`src/rtl/uart_host.sv`:
```
// uart_host: bus initiator that initialises the uart and moves bytes between its io registers and two FIFOs.
// Optional echo of received bytes into the tx FIFO is enabled with `define UART_HOST_ECHO_EN.
module uart_host #(
  parameter logic [11:0] DIV      = 12'd1,
  parameter logic [1:0]  INVERT   = 2'b00,
  parameter int          TXQ_LOG2 = 2,
  parameter int          RXQ_LOG2 = 2
) (
  input  logic       clk,
  input  logic       reset_n,
  output logic [3:0] io_addr,
  output logic [7:0] io_wdata,
  output logic       io_write,
  output logic       io_read,
  input  logic [7:0] io_rdata,
  input  logic       uart_int,
  input  logic [7:0] tx_data,
  input  logic       tx_valid,
  output logic       tx_ready,
  output logic [7:0] rx_data,
  output logic       rx_valid,
  input  logic       rx_ready,
  output logic       rx_overrun,
  output logic       init_done
);

  localparam int TXD = 1 << TXQ_LOG2;
  localparam int RXD = 1 << RXQ_LOG2;

  typedef enum logic [3:0] {
    INIT0, INIT1, INIT2, INIT3, IDLE, STAT, RXRD, TXDONE, TXWR, TXCLR
  } state_t;

  state_t            r_state;
  state_t            w_next;
  logic [3:0]        r_io_addr;
  logic [7:0]        r_io_wdata;
  logic              r_io_write;
  logic              r_io_read;
  logic              r_tx_inflight;
  logic              r_s_tx;
  logic              r_init_done;
  logic              r_rx_overrun;

  logic [7:0]        r_tx_mem [TXD];
  logic [TXQ_LOG2:0] r_tx_wp;
  logic [TXQ_LOG2:0] r_tx_rp;
  logic [7:0]        r_rx_mem [RXD];
  logic [RXQ_LOG2:0] r_rx_wp;
  logic [RXQ_LOG2:0] r_rx_rp;

  logic              w_tx_empty;
  logic              w_tx_full;
  logic              w_tx_push;
  logic              w_tx_ready;
  logic [7:0]        w_tx_din;
  logic [7:0]        w_tx_head;
  logic              w_rx_empty;
  logic              w_rx_full;
  logic              w_rx_push;
  logic              w_rx_pop;

  assign w_tx_empty = (r_tx_wp == r_tx_rp);
  assign w_tx_full  = (r_tx_wp[TXQ_LOG2] != r_tx_rp[TXQ_LOG2]) &&
                      (r_tx_wp[TXQ_LOG2-1:0] == r_tx_rp[TXQ_LOG2-1:0]);
  assign w_rx_empty = (r_rx_wp == r_rx_rp);
  assign w_rx_full  = (r_rx_wp[RXQ_LOG2] != r_rx_rp[RXQ_LOG2]) &&
                      (r_rx_wp[RXQ_LOG2-1:0] == r_rx_rp[RXQ_LOG2-1:0]);
  assign w_tx_head  = r_tx_mem[r_tx_rp[TXQ_LOG2-1:0]];

  always_comb begin
    w_rx_pop  = !w_rx_empty && rx_ready;
    w_rx_push = (r_state == RXRD) && (!w_rx_full || w_rx_pop);
`ifdef UART_HOST_ECHO_EN
    // An accepted rx byte owns the tx FIFO write port for that cycle.
    w_tx_ready = !w_tx_full && !w_rx_push;
    w_tx_push  = (w_rx_push && !w_tx_full) || (tx_valid && w_tx_ready);
    w_tx_din   = w_rx_push ? io_rdata : tx_data;
`else
    w_tx_ready = !w_tx_full;
    w_tx_push  = tx_valid && w_tx_ready;
    w_tx_din   = tx_data;
`endif
  end

  always_comb begin
    w_next = r_state;
    case (r_state)
      // INIT0 holds one extra cycle after reset so its write is issued from a registered strobe.
      INIT0:   if (r_io_write) w_next = INIT1;
      INIT1:   w_next = INIT2;
      INIT2:   w_next = INIT3;
      INIT3:   w_next = IDLE;
      IDLE: begin
        if (uart_int)                          w_next = STAT;
        else if (!r_tx_inflight && !w_tx_empty) w_next = TXWR;
      end
      STAT:    w_next = io_rdata[1] ? RXRD : (io_rdata[0] ? TXDONE : IDLE);
      RXRD:    w_next = r_s_tx ? TXDONE : IDLE;
      TXDONE:  w_next = w_tx_empty ? TXCLR : TXWR;
      TXWR:    w_next = IDLE;
      TXCLR:   w_next = IDLE;
      default: w_next = IDLE;
    endcase
  end

  always_ff @(posedge clk or negedge reset_n) begin
    if (!reset_n) begin
      r_state       <= INIT0;
      r_io_addr     <= 4'd0;
      r_io_wdata    <= 8'h00;
      r_io_write    <= 1'b0;
      r_io_read     <= 1'b0;
      r_tx_inflight <= 1'b0;
      r_s_tx        <= 1'b0;
      r_init_done   <= 1'b0;
      r_rx_overrun  <= 1'b0;
      r_tx_wp       <= '0;
      r_tx_rp       <= '0;
      r_rx_wp       <= '0;
      r_rx_rp       <= '0;
    end else begin
      r_state    <= w_next;
      r_io_write <= 1'b0;
      r_io_read  <= 1'b0;
      r_io_addr  <= 4'd0;
      r_io_wdata <= 8'h00;
      case (w_next)
        INIT0:   begin r_io_write <= 1'b1; r_io_addr <= 4'd4; r_io_wdata <= DIV[7:0]; end
        INIT1:   begin r_io_write <= 1'b1; r_io_addr <= 4'd5; r_io_wdata <= {4'b0, DIV[11:8]}; end
        INIT2:   begin r_io_write <= 1'b1; r_io_addr <= 4'd3; r_io_wdata <= {6'b0, INVERT}; end
        INIT3:   begin r_io_write <= 1'b1; r_io_addr <= 4'd2; r_io_wdata <= 8'h03; end
        STAT:    begin r_io_read  <= 1'b1; r_io_addr <= 4'd2; end
        RXRD:    begin r_io_read  <= 1'b1; r_io_addr <= 4'd0; end
        TXWR:    begin r_io_write <= 1'b1; r_io_addr <= 4'd1; r_io_wdata <= w_tx_head; end
        TXCLR:   begin r_io_write <= 1'b1; r_io_addr <= 4'd2; r_io_wdata <= 8'h01; end
        default: begin end
      endcase

      if (r_state == STAT) begin
        r_s_tx <= io_rdata[0];
        if (io_rdata[0]) r_tx_inflight <= 1'b0;
      end
      if (r_state == TXWR)               r_tx_inflight <= 1'b1;
      if (r_state == INIT3)              r_init_done   <= 1'b1;
      if ((r_state == RXRD) && !w_rx_push) r_rx_overrun <= 1'b1;

      if (w_tx_push)          r_tx_wp <= r_tx_wp + 1'b1;
      if (r_state == TXWR)    r_tx_rp <= r_tx_rp + 1'b1;
      if (w_rx_push)          r_rx_wp <= r_rx_wp + 1'b1;
      if (w_rx_pop)           r_rx_rp <= r_rx_rp + 1'b1;
    end
  end

  always_ff @(posedge clk) begin
    if (w_tx_push) r_tx_mem[r_tx_wp[TXQ_LOG2-1:0]] <= w_tx_din;
    if (w_rx_push) r_rx_mem[r_rx_wp[RXQ_LOG2-1:0]] <= io_rdata;
  end

  assign io_addr    = r_io_addr;
  assign io_wdata   = r_io_wdata;
  assign io_write   = r_io_write;
  assign io_read    = r_io_read;
  assign tx_ready   = w_tx_ready;
  assign rx_data    = r_rx_mem[r_rx_rp[RXQ_LOG2-1:0]];
  assign rx_valid   = !w_rx_empty;
  assign rx_overrun = r_rx_overrun;
  assign init_done  = r_init_done;

endmodule

```
`config.mk`:
```
export PLATFORM = sky130hd
export DESIGN_NAME = uart_host
export DESIGN_NICKNAME = d
export VERILOG_FILES = /design/src/rtl/uart_host.sv
export SDC_FILE = /design/constraint.sdc
export NUM_CORES = 1
export LEC_CHECK = 0
export CAP_MARGIN = 20
export CORE_MARGIN = 4
export CORE_UTILIZATION = 40
export CTS_CLUSTER_DIAMETER = 30
export CTS_CLUSTER_SIZE = 10
export DETAILED_ROUTE_END_ITERATION = 7
export HOLD_SLACK_MARGIN = 0.05
export PLACE_DENSITY_LB_ADDON = 0.25
export SETUP_SLACK_MARGIN = 0.05
export SYNTH_ARGS = -nofsm -noshare
export SYNTH_HDL_FRONTEND = slang
export SYNTH_SLANG_ARGS = --single-unit
```
`constraint.sdc`:
```
create_clock -name clk -period 5.01 [get_ports clk]
set_clock_uncertainty 0.1 [all_clocks]
set_input_delay 1.002 -clock clk [delete_from_list [all_inputs] [get_ports clk]]
set_output_delay 1.002 -clock clk [all_outputs]
set_load 0.02 [all_outputs]
```
==> impl_metrics.csv <==
group,metric,value,unit
synth,synth.largest_area_cell,"edfxtp_1",
job,drv_cap,0,
die,die_h,109.7,microns
critical_path,cp-end-kind,"output pin",
global_routing,busiest_layer,"met2",
die,io_pins,47,
global_routing,antenna_found_initial,0,
clocking,cts_buffers,9,
synth,synth-seq-cells,97,
placement,dpl-instance-area,0.004656,sq mm
sta,worst_pin_slew,729.0,ps
synth,syn_nets,272,
power,p_leak,0.001781,uW
critical_path,path_max_fanout,11,
die,fp-row-count,36,
clocking,cts_buffer_depth,2,
route,vias,2096,
global_routing,gr-total-overflow,0,
global_routing,use_met2,0.1861,
clocking,clkSinkCount,97,
route,viasPerCell,4.909,
die,die-width,109.7,microns
clocking,cts.htree.levels,3,
synth,ys.flop_type,"edfxtp_1",
synth,netlist_top_cells_area,"edfxtp_1 (46%), dfrtp_1 (20%), mux4_1 (6.4%)",
global_routing,grt_pass1_wl,10940,microns
sta,finalSetupViolations,0,
clocking,insertion_delay,350,ps
clocking,ctsResizeCount,0,
cells_and_area,drive_above_1_share,0.1361,
sta,relSlewSlack,0.5119,
sta,setup_tns,0,ps
route,drt_first_pass_iters,4,
cells_and_area,diodes,0,
cells_and_area,final_nets,320,
placement,place_inst,411,
synth,synth_edf_count,64,
critical_path,worstSetupStartpointType,"flop",
die,start_util,0.4176,
synth,synthTopCellsByCount,"edfxtp_1 (64), dfrtp_1 (33), nand2_1 (11)",
power,ir_drop,0.2816,mV
clocking,cts.reportedPaths.clkPinSlew,90,ps
route,first_iter_violations,117,
clocking,post-cts-setup-buffers,0,
synth,ys_async_sr_fraction,0.3402,
critical_path,crit_chain,"mux4_1 -> clkdlybuf4s50_1",
route,wl,6821,microns
sta,max_freq,0.2983,GHz
clocking,root_buffer,"clkbuf_8",
global_routing,grt_max_degree,34,
synth,synth_most_common_cell,"edfxtp_1",
sta,rsz0062_at_grt,"false",
cells_and_area,synthToLayoutAreaGrowth,16.87,%
die,coreArea,0.009910,sq mm
placement,place_congestion,0.7585,
critical_path,cp_data_required_time,3910,ps
route,wl_per_cell,15.97,microns
synth,syn_inst,241,
global_routing,use_met1,0.1648,
critical_path,cp_data_arrival_time,2250,ps
sta,slew_viol_final,0,
critical_path,cpPeakStageDelay,710,ps
critical_path,crit_type,"flop to output pin",
cells_and_area,final_cells,427,
synth,synth_top_area_share,0.4645,
outcome,status,"finished, final reports clean",
global_routing,grt_util_all_layers,0.1223,
synth,synth_area,0.004138,sq mm
global_routing,globalRouteMet3Util,0.03582,
sta,hold_viol_final,0,
min_path,hold_class,"flop to flop",
power,power_density,561.7,mW/mm^2
critical_path,slowest_stage,"dfrtp_1",
route,remaining_drc_errors,0,
clocking,hold_buffers,0,
synth,ys_seq_area_frac,0.6640,
synth,avgSynthCellArea,17.17,sq um
clocking,cts_tree,"built",
power,p_total,2716,uW
global_routing,grt_pass1_vias,2129,
sta,post-route-period-util,0.6691,
die,die_area,0.01204,sq mm
placement,port_buffers,45,
placement,hpwl,4540,microns
sta,timing.final.crit_period,3352,ps
synth,ys_warn_count,0,
synth,synth_cell_type_count,46,
route,ant_nets,0,
cells_and_area,stdcell_area,0.004836,sq mm
==> metrics by stage <==
stage | util | setup slack (ps) | hold WS, ps
5_1_grt | 0.4880 | 1553 | 412.7
3_3_place_gp | 0.4698 | 2046 | 357.1
2_1_floorplan | - | 2746 | 364.0
4_1_cts | 0.4880 | 1603 | 379.8
3_5_place_dp | 0.4698 | 2010 | 356.7
6_report | 0.4880 | 1658 | 375.1
==> layer usage <==
| metal | vias up | wire length [microns] |
|---|---|---|
| met5 | - | 0 |
| met2 | 42 | 3207 |
| met1 | 1045 | 3185 |
| li1 | 1001 | - |
| met3 | 8 | 334 |
| met4 | 0 | 93 |
==> layout make-up <==
cell class              count  area [sq um]
repair buffers             46         457.9
fillers                   884          5074
multi-input cells         128          1257
clock buffers              10         127.6
inverters                   7         26.28
flip-flops and latches     97          2748
clock inverters             6         52.55
well taps                 133         166.4
==> critical path, delay by kind of cell (launching register included) <==
kind,cells,cell delay [ps]
muxes,1,630
buffers and inverters,1,550
DFF,1,710
==> state kept, by name (all words and copies together) (netlist names) <==
register	flops
init_done	1
io_addr	3
io_read	1
io_wdata	8
io_write	1
r_rx_mem	32
r_rx_rp	3
r_rx_wp	3
r_s_tx	1
r_state	4
r_tx_inflight	1
r_tx_mem	32
r_tx_rp	3
r_tx_wp	3
rx_overrun	1
==> placed cells by master, fill, tap and decap left out, types with 2 or more instances in the layout <==
cell type / netlist / routed
clkbuf_8: 5 / 9
and2_4: 3 / 3
nor4_1: 2 / 2
a21o_1: 3 / 3
edfxtp_1: 64 / 64
nor2_1: 8 / 8
mux2_2: 4 / 4
a21oi_1: 7 / 7
mux4_2: 6 / 6
clkinv_4: 0 / 3
xor2_1: 3 / 3
mux4_1: 10 / 10
and2_1: 8 / 8
o21ai_0: 4 / 4
inv_1: 7 / 7
xnor2_1: 9 / 9
dfrtp_1: 33 / 33
clkdlybuf4s50_1: 0 / 45
nand2_1: 11 / 11
ha_1: 10 / 10
clkinvlp_4: 0 / 2
and2b_1: 3 / 3
nand3_1: 2 / 2
nor2b_1: 7 / 7
nor3_1: 2 / 2
xor2_2: 2 / 2
o211ai_1: 2 / 2
nand2b_1: 3 / 3
==> path summary, 6_finish.rpt <==
check	to	slack, ps	start	cells after the start
max in group asynchronous	io_wdata[1]$_DFF_PN0_	3530	reset_n	2
worst max register to register	r_tx_mem[1][3]$_DFFE_PP_	2740	r_tx_rp[0]$_DFFE_PN0P_	4
worst min-delay path	init_done$_DFFE_PN0N_	380	init_done$_DFFE_PN0N_	1
worst min register to register	init_done$_DFFE_PN0N_	380	init_done$_DFFE_PN0N_	1
worst max-delay path	rx_data[0]	1660	r_rx_rp[0]$_DFFE_PN0P_	2
min in group asynchronous	io_wdata[2]$_DFF_PN0_	950	reset_n	2
==> cell families (layout without fill, tap and decap cells) <==
kind of cell | Yosys count | count (layout) | synth area share
multiplexers | 20 | 20 | 0.1070
adder cells (fa/ha/maj) | 10 | 10 | 0.03024
AND/OR/NAND/NOR | 57 | 57 | 0.08528
XOR/XNOR | 14 | 14 | 0.03326
other | 1 | 1 | 0.0009063
AO/OA/AOI/OAI | 26 | 26 | 0.04717
flip-flops | 97 | 97 | 0.6640
buffers and inverters | 16 | 69 | 0.03205
==> power by group <==
part	switching (uW)	internal [uW]	total [uW]
combinational	480	521	1000
sequential	206	1050	1260
clock	273	187	460
total	959	1760	2720
Note: power is estimated with default switching activity, not from simulation.
